===== config.mk =====
export PLATFORM = sky130hd
export DESIGN_NAME = disp_page_sched
export DESIGN_NICKNAME = d
export VERILOG_FILES = /design/src/rtl/disp_page_sched.sv
export SDC_FILE = /design/constraint.sdc
export NUM_CORES = 1
export LEC_CHECK = 0
export CAP_MARGIN = 5
export CORE_ASPECT_RATIO = 0.5
export CORE_MARGIN = 2
export CORE_UTILIZATION = 42
export DETAILED_ROUTE_END_ITERATION = 8
export GPL_ROUTABILITY_DRIVEN = 0
export GPL_TIMING_DRIVEN = 0
export PLACE_DENSITY = 0.79
export SLEW_MARGIN = 20
export SYNTH_ARGS = -nofsm -noshare
export SYNTH_HDL_FRONTEND = slang
export SYNTH_SLANG_ARGS = --single-unit

===== constraint.sdc =====
create_clock -name ACLK -period 2.7 [get_ports ACLK]
set_clock_uncertainty 0.05 [all_clocks]
set_input_delay 0.81 -clock ACLK [delete_from_list [all_inputs] [get_ports ACLK]]
set_output_delay 0.81 -clock ACLK [all_outputs]
set_load 0.01 [all_outputs]

===== src/rtl/disp_page_sched.sv =====
// Double-buffer page scheduler: the only master on the display register bus.
// After START it brings the display up, then swaps front/back VRAM pages at VBLANK on each flip request.
module disp_page_sched #(
  parameter logic [31:0] BASE_ADDR = 32'h2000_0000,
  parameter logic [15:0] POLL_MAX  = 16'd65535
) (
  input  logic        ACLK,
  input  logic        ARST,
  input  logic [1:0]  RESOL,
  input  logic        START,
  input  logic        FLIP_REQ,
  output logic        FLIP_BUSY,
  output logic        FLIP_DONE,
  output logic        TIMEOUT,
  output logic        DISP_PAGE,
  output logic [31:0] DRAW_ADDR,
  output logic [15:0] WRADDR,
  output logic [3:0]  BYTEEN,
  output logic        WREN,
  output logic [31:0] WDATA,
  output logic [15:0] RDADDR,
  output logic        RDEN,
  input  logic [31:0] RDATA
);

  localparam logic [15:0] REG_DISPADDR = 16'h0000;
  localparam logic [15:0] REG_DISPCTRL = 16'h0004;
  localparam logic [15:0] REG_DISPINT  = 16'h0008;
  localparam logic [15:0] REG_DISPFIFO = 16'h000C;

  localparam logic [31:0] PSZ_VGA  = 32'h0012_C000;
  localparam logic [31:0] PSZ_XGA  = 32'h0030_0000;
  localparam logic [31:0] PSZ_SXGA = 32'h0050_0000;

  typedef enum logic [3:0] {
    S_IDLE,
    S_INIT_ADDR,
    S_INIT_CTRL,
    S_INIT_INT,
    S_INIT_FIFO,
    S_READY,
    S_CLR_VB,
    S_POLL,
    S_WR_ADDR,
    S_DONE
  } state_t;

  state_t      state;
  logic [1:0]  phase;
  logic [31:0] psz;
  logic        pending;
  logic        vb_seen;
  logic [15:0] poll_cnt;
  logic        flip_active;
  logic [31:0] page1_addr;
  logic        unused_rdata;

  // Flip requests arriving while a flip is in flight are remembered one deep.
  assign flip_active  = (state == S_CLR_VB) || (state == S_POLL) ||
                        (state == S_WR_ADDR) || (state == S_DONE);
  assign page1_addr   = BASE_ADDR + psz;
  assign unused_rdata = ^{RDATA[31:2], RDATA[0]};

  function automatic logic [31:0] psz_of(input logic [1:0] resol);
    case (resol)
      2'b01:   return PSZ_XGA;
      2'b10:   return PSZ_SXGA;
      default: return PSZ_VGA;
    endcase
  endfunction

  // Every bus write occupies two cycles: strobe, then a mandatory idle cycle (phase 0/1).
  always_ff @(posedge ACLK) begin
    if (ARST) begin
      state     <= S_IDLE;
      phase     <= 2'd0;
      psz       <= 32'h0;
      pending   <= 1'b0;
      vb_seen   <= 1'b0;
      poll_cnt  <= 16'h0;
      FLIP_BUSY <= 1'b0;
      FLIP_DONE <= 1'b0;
      TIMEOUT   <= 1'b0;
      DISP_PAGE <= 1'b0;
      DRAW_ADDR <= 32'h0;
      WRADDR    <= 16'h0;
      BYTEEN    <= 4'h0;
      WREN      <= 1'b0;
      WDATA     <= 32'h0;
      RDADDR    <= 16'h0;
      RDEN      <= 1'b0;
    end else begin
      WREN      <= 1'b0;
      RDEN      <= 1'b0;
      FLIP_DONE <= 1'b0;
      if (FLIP_REQ && flip_active) pending <= 1'b1;

      case (state)
        S_IDLE: begin
          if (START) begin
            psz       <= psz_of(RESOL);
            state     <= S_INIT_ADDR;
            phase     <= 2'd0;
            FLIP_BUSY <= 1'b1;
            WREN      <= 1'b1;
            WRADDR    <= REG_DISPADDR;
            BYTEEN    <= 4'b1111;
            WDATA     <= BASE_ADDR;
          end
        end

        S_INIT_ADDR: begin
          if (phase == 2'd0) begin
            phase <= 2'd1;
          end else begin
            state  <= S_INIT_CTRL;
            phase  <= 2'd0;
            WREN   <= 1'b1;
            WRADDR <= REG_DISPCTRL;
            BYTEEN <= 4'b0001;
            WDATA  <= 32'h1;
          end
        end

        S_INIT_CTRL: begin
          if (phase == 2'd0) begin
            phase <= 2'd1;
          end else begin
            state  <= S_INIT_INT;
            phase  <= 2'd0;
            WREN   <= 1'b1;
            WRADDR <= REG_DISPINT;
            BYTEEN <= 4'b0001;
            WDATA  <= 32'h3;
          end
        end

        S_INIT_INT: begin
          if (phase == 2'd0) begin
            phase <= 2'd1;
          end else begin
            state  <= S_INIT_FIFO;
            phase  <= 2'd0;
            WREN   <= 1'b1;
            WRADDR <= REG_DISPFIFO;
            BYTEEN <= 4'b0001;
            WDATA  <= 32'h3;
          end
        end

        S_INIT_FIFO: begin
          if (phase == 2'd0) begin
            phase <= 2'd1;
          end else begin
            state     <= S_READY;
            phase     <= 2'd0;
            FLIP_BUSY <= 1'b0;
            DISP_PAGE <= 1'b0;
            DRAW_ADDR <= page1_addr;
          end
        end

        S_READY: begin
          if (FLIP_REQ || pending) begin
            pending   <= 1'b0;
            state     <= S_CLR_VB;
            phase     <= 2'd0;
            poll_cnt  <= 16'h0;
            FLIP_BUSY <= 1'b1;
            WREN      <= 1'b1;
            WRADDR    <= REG_DISPCTRL;
            BYTEEN    <= 4'b0001;
            WDATA     <= 32'h3;
          end
        end

        S_CLR_VB: begin
          if (phase == 2'd0) begin
            phase <= 2'd1;
          end else begin
            state  <= S_POLL;
            phase  <= 2'd0;
            RDEN   <= 1'b1;
            RDADDR <= REG_DISPCTRL;
          end
        end

        // Read: two RDEN cycles, sample at the end of the second, then one idle cycle.
        S_POLL: begin
          case (phase)
            2'd0: begin
              RDEN  <= 1'b1;
              phase <= 2'd1;
            end
            2'd1: begin
              vb_seen <= RDATA[1];
              if (!RDATA[1]) poll_cnt <= poll_cnt + 16'd1;
              phase <= 2'd2;
            end
            default: begin
              phase <= 2'd0;
              if (vb_seen) begin
                state  <= S_WR_ADDR;
                WREN   <= 1'b1;
                WRADDR <= REG_DISPADDR;
                BYTEEN <= 4'b1111;
                WDATA  <= DISP_PAGE ? BASE_ADDR : page1_addr;
              end else if (poll_cnt >= POLL_MAX) begin
                state     <= S_READY;
                TIMEOUT   <= 1'b1;
                FLIP_BUSY <= 1'b0;
              end else begin
                RDEN <= 1'b1;
              end
            end
          endcase
        end

        S_WR_ADDR: begin
          if (phase == 2'd0) begin
            phase <= 2'd1;
          end else begin
            state <= S_DONE;
            phase <= 2'd0;
          end
        end

        S_DONE: begin
          state     <= S_READY;
          FLIP_BUSY <= 1'b0;
          FLIP_DONE <= 1'b1;
          DISP_PAGE <= ~DISP_PAGE;
          DRAW_ADDR <= DISP_PAGE ? page1_addr : BASE_ADDR;
        end

        default: state <= S_IDLE;
      endcase
    end
  end

endmodule

# --- After elaboration in Yosys (flattened, before gate mapping) ---
# Index checks and enable logic that the tools add are counted.
classes:
  mul: 0
  eq_ne: 29
  bitwise: 4
  n_lt_le_gt_ge: 1
  n_reduce_logical: 30
  muxes: 69
  n_addsub: 2
  shifts: 0
  div: 0
op_table:
  columns: ["op", "count"]
  rows:
  - ["32-bit 2-to-1 mux", 9]
  - ["16-bit 2-to-1 mux", 10]
  - ["32-bit case mux with 5 select lines", 1]
  - ["16-bit case mux with 6 select lines", 1]
  - ["4-bit 2-to-1 mux", 16]
  - ["32-bit case mux with 2 select lines", 1]
  - ["23-bit case mux with 2 select lines", 1]
  - ["4-bit case mux with 10 select lines", 1]
  - ["30-bit by 32-bit adder with 32-bit output, first input constant", 1]
  - ["16-bit case mux with 2 select lines", 1]
  - ["2-bit != test, second input constant", 14]
  - ["1-bit 2-to-1 mux", 18]
  - ["16-bit by 1-bit adder with 16-bit output, second input constant", 1]
  - ["4-bit by 3-bit equality test with 1-bit output, second input constant", 4]
  - ["16-bit >= comparator, second input constant", 1]
  - ["4-bit case mux with 4 select lines", 1]
  - ["7-bit AND reduction", 2]
  - ["10-bit AND reduction", 1]
  - ["5-bit nonzero test", 2]
  - ["4-bit by 2-bit equality test with 1-bit output, second input constant", 2]
  - ["4-bit equality test, second input constant", 2]
  - ["2-bit case mux with 4 select lines", 1]
  - ["2-bit AND reduction", 4]
  - ["4-bit AND reduction", 2]
  - ["24 further kinds", 38]
word_totals:
  n_memories: 0
  inputBits: 38
  word_cells: 152
  output_inout_bits: 106
  ramBits: 0
  romBits: 0
  reg_bits: 147
  latchBits: 0

# --- Longest topological paths before layout ---
# Gate-level depths: netlist of the first run.
logic_depth:
  ltp_word: 8
  ltp_mapped: 8
  ltp_nobuf: 6

# --- Least setup slack after synthesis of the first run ---
# No wires, ideal clock.
synth_path:
  kind: "input to register"
  from: "input RDATA[1]"
  to: "register poll_cnt[7]"
  setup_slack_ns: 0.480
  required_ns: 2.527
  arrival_ns: 2.047
  path_buffers: 0
  path_stages: 5
  cell_sequence: "or3b_1 -> a221oi_2 -> and2_1 -> nand4_1 -> mux2_1"
synth_via:
  elab_chain_len: 2
synth_lines:
  columns: ["element", "line", "text"]
  rows:
  - ["start: declaration", "23", "input logic [31:0] RDATA"]
  - ["2-bit != test (no line)", null, null]
  - ["4-bit AND reduction (no line)", null, null]
  - ["end signal: assignment", "197", "if (!RDATA[1]) poll_cnt <= poll_cnt + 16'd1;"]
  - ["end: declaration", "53", "logic [15:0] poll_cnt;"]
# No other way between the ends.
# A chain may end at the register's enable or synchronous reset.

# --- Worst setup path in the final report of the first run ---
# Same ends and word-level chain as after synthesis.

==> results.yml, run 1 <==
clock_network:
  post_cts_buffers: 0
  ctsHoldBuffers: 0
  cts_max_path_buffers: 2
  cts_sinks: 51
  cts_tree: "built"
  h-tree-depth: 2
  cts.clk_slew.worst_paths_ns: 0.07
  cts_buffers: 5
  insertion_delay_ns: 0.28
  cts.root.buffer_cell: "clkbuf_16"
  cts_resized: 0
yosys:
  ys_ff_latch: 51
  syn_inst: 380
  synth_compound_area_frac: 0.123
  yosys_warnings: 0
  synthTopCellsByArea: "dfxtp_1, buf_4, nor2_1"
  synth_simple_gate_area_share: 0.217
  synth_top_family_by_area: "buffers and inverters"
  synthMuxAreaShare: 0.0456
  syn_area_mm2: 0.00313
  async_flop_share: 0
  synth-edff-count: 0
  synthAdderAreaFrac: 0.0120
  synth_area_leader_cell: "dfxtp_1"
  synth_most_common_cell: "buf_4"
  yosys.area.top_type_share: 0.326
  ys_seq_area_frac: 0.326
  synth_cell_type_count: 58
  yosys_most_used_dff: "dfxtp_1"
  synth-xor-area-share: 0.0280
  synth_common_cells: "buf_4, nor2_1, dfxtp_1"
  avgSynthCellArea_um2: 8.23
final_layout:
  syn_to_final_growth_pct: 30.3
  final_nets: 539
  drive_gt1_frac: 0.228
  utilization: 0.561
  antenna_cells: 0
  nFillCells: 675
sta:
  hold_viol: 0
  rsz0062_at_grt: "no"
  fmax_ghz: 0.397
  whs_ns: 0.403
  drv_slew: 0
  slew_headroom: 0.556
  worst_slack_ns: 0.179
  period_needed_ns: 2.52
  setup_tns_ns: 0
  finalSetupViolCount: 0
  worst-slew-pin-transition_ns: 0.666
  period_share: 0.934
worst_setup_path:
  cp_cell_sequence: "clkdlybuf4s50_1, or3b_1, a221oi_2, and2_1, nand4_1, mux2_1"
  startpoint_type: "input port"
  critPathCaptureType: "flop"
  cp_max_fo: 4
  critical_path_class: "input port to flop"
  slowest_delay_ns: 0.42
  regToRegEndpoint: "state[0]"
  required_ns: 2.82
  cp_slowest_cell: "clkdlybuf4s50_1"
  crit_family: "simple AND/OR/NAND/NOR gates"
  rrSetupSlack_ns: 0.59
  crit_buf_inv: 1
  reg2reg_depth: 6
  crit_arrival_ns: 2.64
  cp-startpoint: "RDATA[1]"
  worstReg2RegStart: "poll_cnt[0]"
hold_path:
  hp-class: "flop to flop"
  hold_start: "DRAW_ADDR[29]"
  min_path_cells: 2
  whs_endpoint: "DRAW_ADDR[29]"
global_route:
  grt_pass1_wl_mm: 10.7
  antenna_found_initial: 0
  use_met2: 0.274
  grt_pass1_vias: 2385
  gr-usage-all-layers: 0.157
  gr-usage-met3: 0.0306
  grt_use_met1: 0.195
  grt-ovfl-total: 0
  grt_start_max_net_pins: 17
  busiest_layer: "met2"
detailed_routing:
  drt_pass1_iterations: 4
  vias_per_cell: 4.46
  route.detailed.drc: 0
  drtIter0Drc: 132
  wire_per_inst_um: 10.7
  vias: 2656
  postRouteAntennaNets: 0
  wl_mm: 6.37
power:
  pwr-share-clk: 0.313
  power.share.sequential: 0.345
  peakVddDrop_uv: 335
  p_per_area_mw_per_mm2: 630
  switching_power_uw: 794
  p_int_uw: 1780
  p_leak_uw: 0.00190
  combPwrFrac: 0.342
  switching_share: 0.309
floorplanning:
  ios: 144
  dieArea_mm2: 0.00820
  die_x_um: 126
  die_h_um: 65.0
  rows: 22
  start_util: 0.430
  core_area_mm2: 0.00727
flow_run:
  drv_cap: 0
place:
  dpl.hpwl_mm: 4.87
  numPortBuffers: 35
  pre_cts_ws_ns: -0.110
run_status:
  outcome: "complete, no violations"
==> logic make-up (layout without fill, tap and decap cells) <==
group / Yosys count / count (layout)
flip-flops: 51 / 51
buffers and inverters: 116 / 159
other: 1 / 77
adder cells (fa/ha/maj): 3 / 3
multiplexers: 14 / 14
AO/OA/AOI/OAI: 55 / 55
XOR/XNOR: 10 / 10
AND/OR/NAND/NOR: 130 / 130
==> cells in the final DEF (no fill, tap or decap), drive strengths merged, types with 4 or more instances in the layout <==
| cell | synthesis | layout |
|---|---|---|
| nand4 | 8 | 8 |
| conb | 1 | 77 |
| nor2 | 52 | 52 |
| xor2 | 7 | 7 |
| o21ai | 5 | 5 |
| o21a | 4 | 4 |
| dfxtp | 51 | 51 |
| a21oi | 21 | 21 |
| mux2i | 12 | 12 |
| nand3 | 11 | 11 |
| clkdlybuf4s50 | 0 | 35 |
| buf | 98 | 98 |
| or2 | 6 | 6 |
| inv | 13 | 13 |
| nand2 | 17 | 17 |
| clkbuf | 5 | 10 |
| nor3 | 6 | 6 |
| nand2b | 5 | 5 |
==> metal layers <==
layer  wire length (um)  vias to the layer above
met2               2940                       93
met3                435                       12
met1               2890                     1181
li1                   -                     1370
met4                102                        0
met5                  0                        -
==> state kept, by name, indices dropped and copies added, names as in the netlist, 2 cells and up <==
signal,flops
DRAW_ADDR,5
WDATA,7
poll_cnt,16
psz,4
phase,2
state,4
BYTEEN,2
WRADDR,2
==> worst max path at each step <==
stage          cells past startpoint     endpoint  slack (ns)
2_1_floorplan                      5  poll_cnt[7]        0.48
3_3_place_gp                       6  poll_cnt[7]       -0.09
3_5_place_dp                       6  poll_cnt[7]       -0.11
4_1_cts                            6  poll_cnt[7]        0.18
5_1_grt                            6  poll_cnt[9]        0.10
6_report                           6  poll_cnt[7]        0.18
==> power groups by stage <==
stage	clock network, uW	registers [uW]	logic [uW]
5_1_grt	848	897	966
6_report	804	886	879
3_5_place_dp	0	902	868
3_3_place_gp	0	901	855
4_1_cts	813	886	873
2_1_floorplan	0	914	606
==> tightest hold or removal path, stage by stage, from the launching register on <==
cell and delay [ns]:
dfxtp_1 0.31, inv_1 0.05, a21oi_1 0.05
==> layout make-up <==
type,instances,area [um^2],share of cell area
Buffer,103,723,0.177
Timing Repair Buffer,35,350,0.0859
Tap cell,96,120,0.0295
Multi-Input combinational cell,289,1620,0.397
Clock buffer,5,125,0.0307
Sequential cell,51,1020,0.250
Inverter,13,48.8,0.0120
Clock inverter,3,67.6,0.0166
==> metrics by stage <==
stage               area [um^2]  instances  power (uW)
CTS                        4080        595        2570
floorplan                  3410        456        1520
detailed placement         3880        587        1770
global placement           3880        587        1760
global route               4080        595        2710
finish                     4080        595        2570
Note: power is estimated with default switching activity, not from simulation.
==> run 2: changes to the inputs <==
CAP_MARGIN = unset   (was 5)
==> results of run 2 <==
Same layout as run 1: the final DEF is identical, and so are final timing and power.
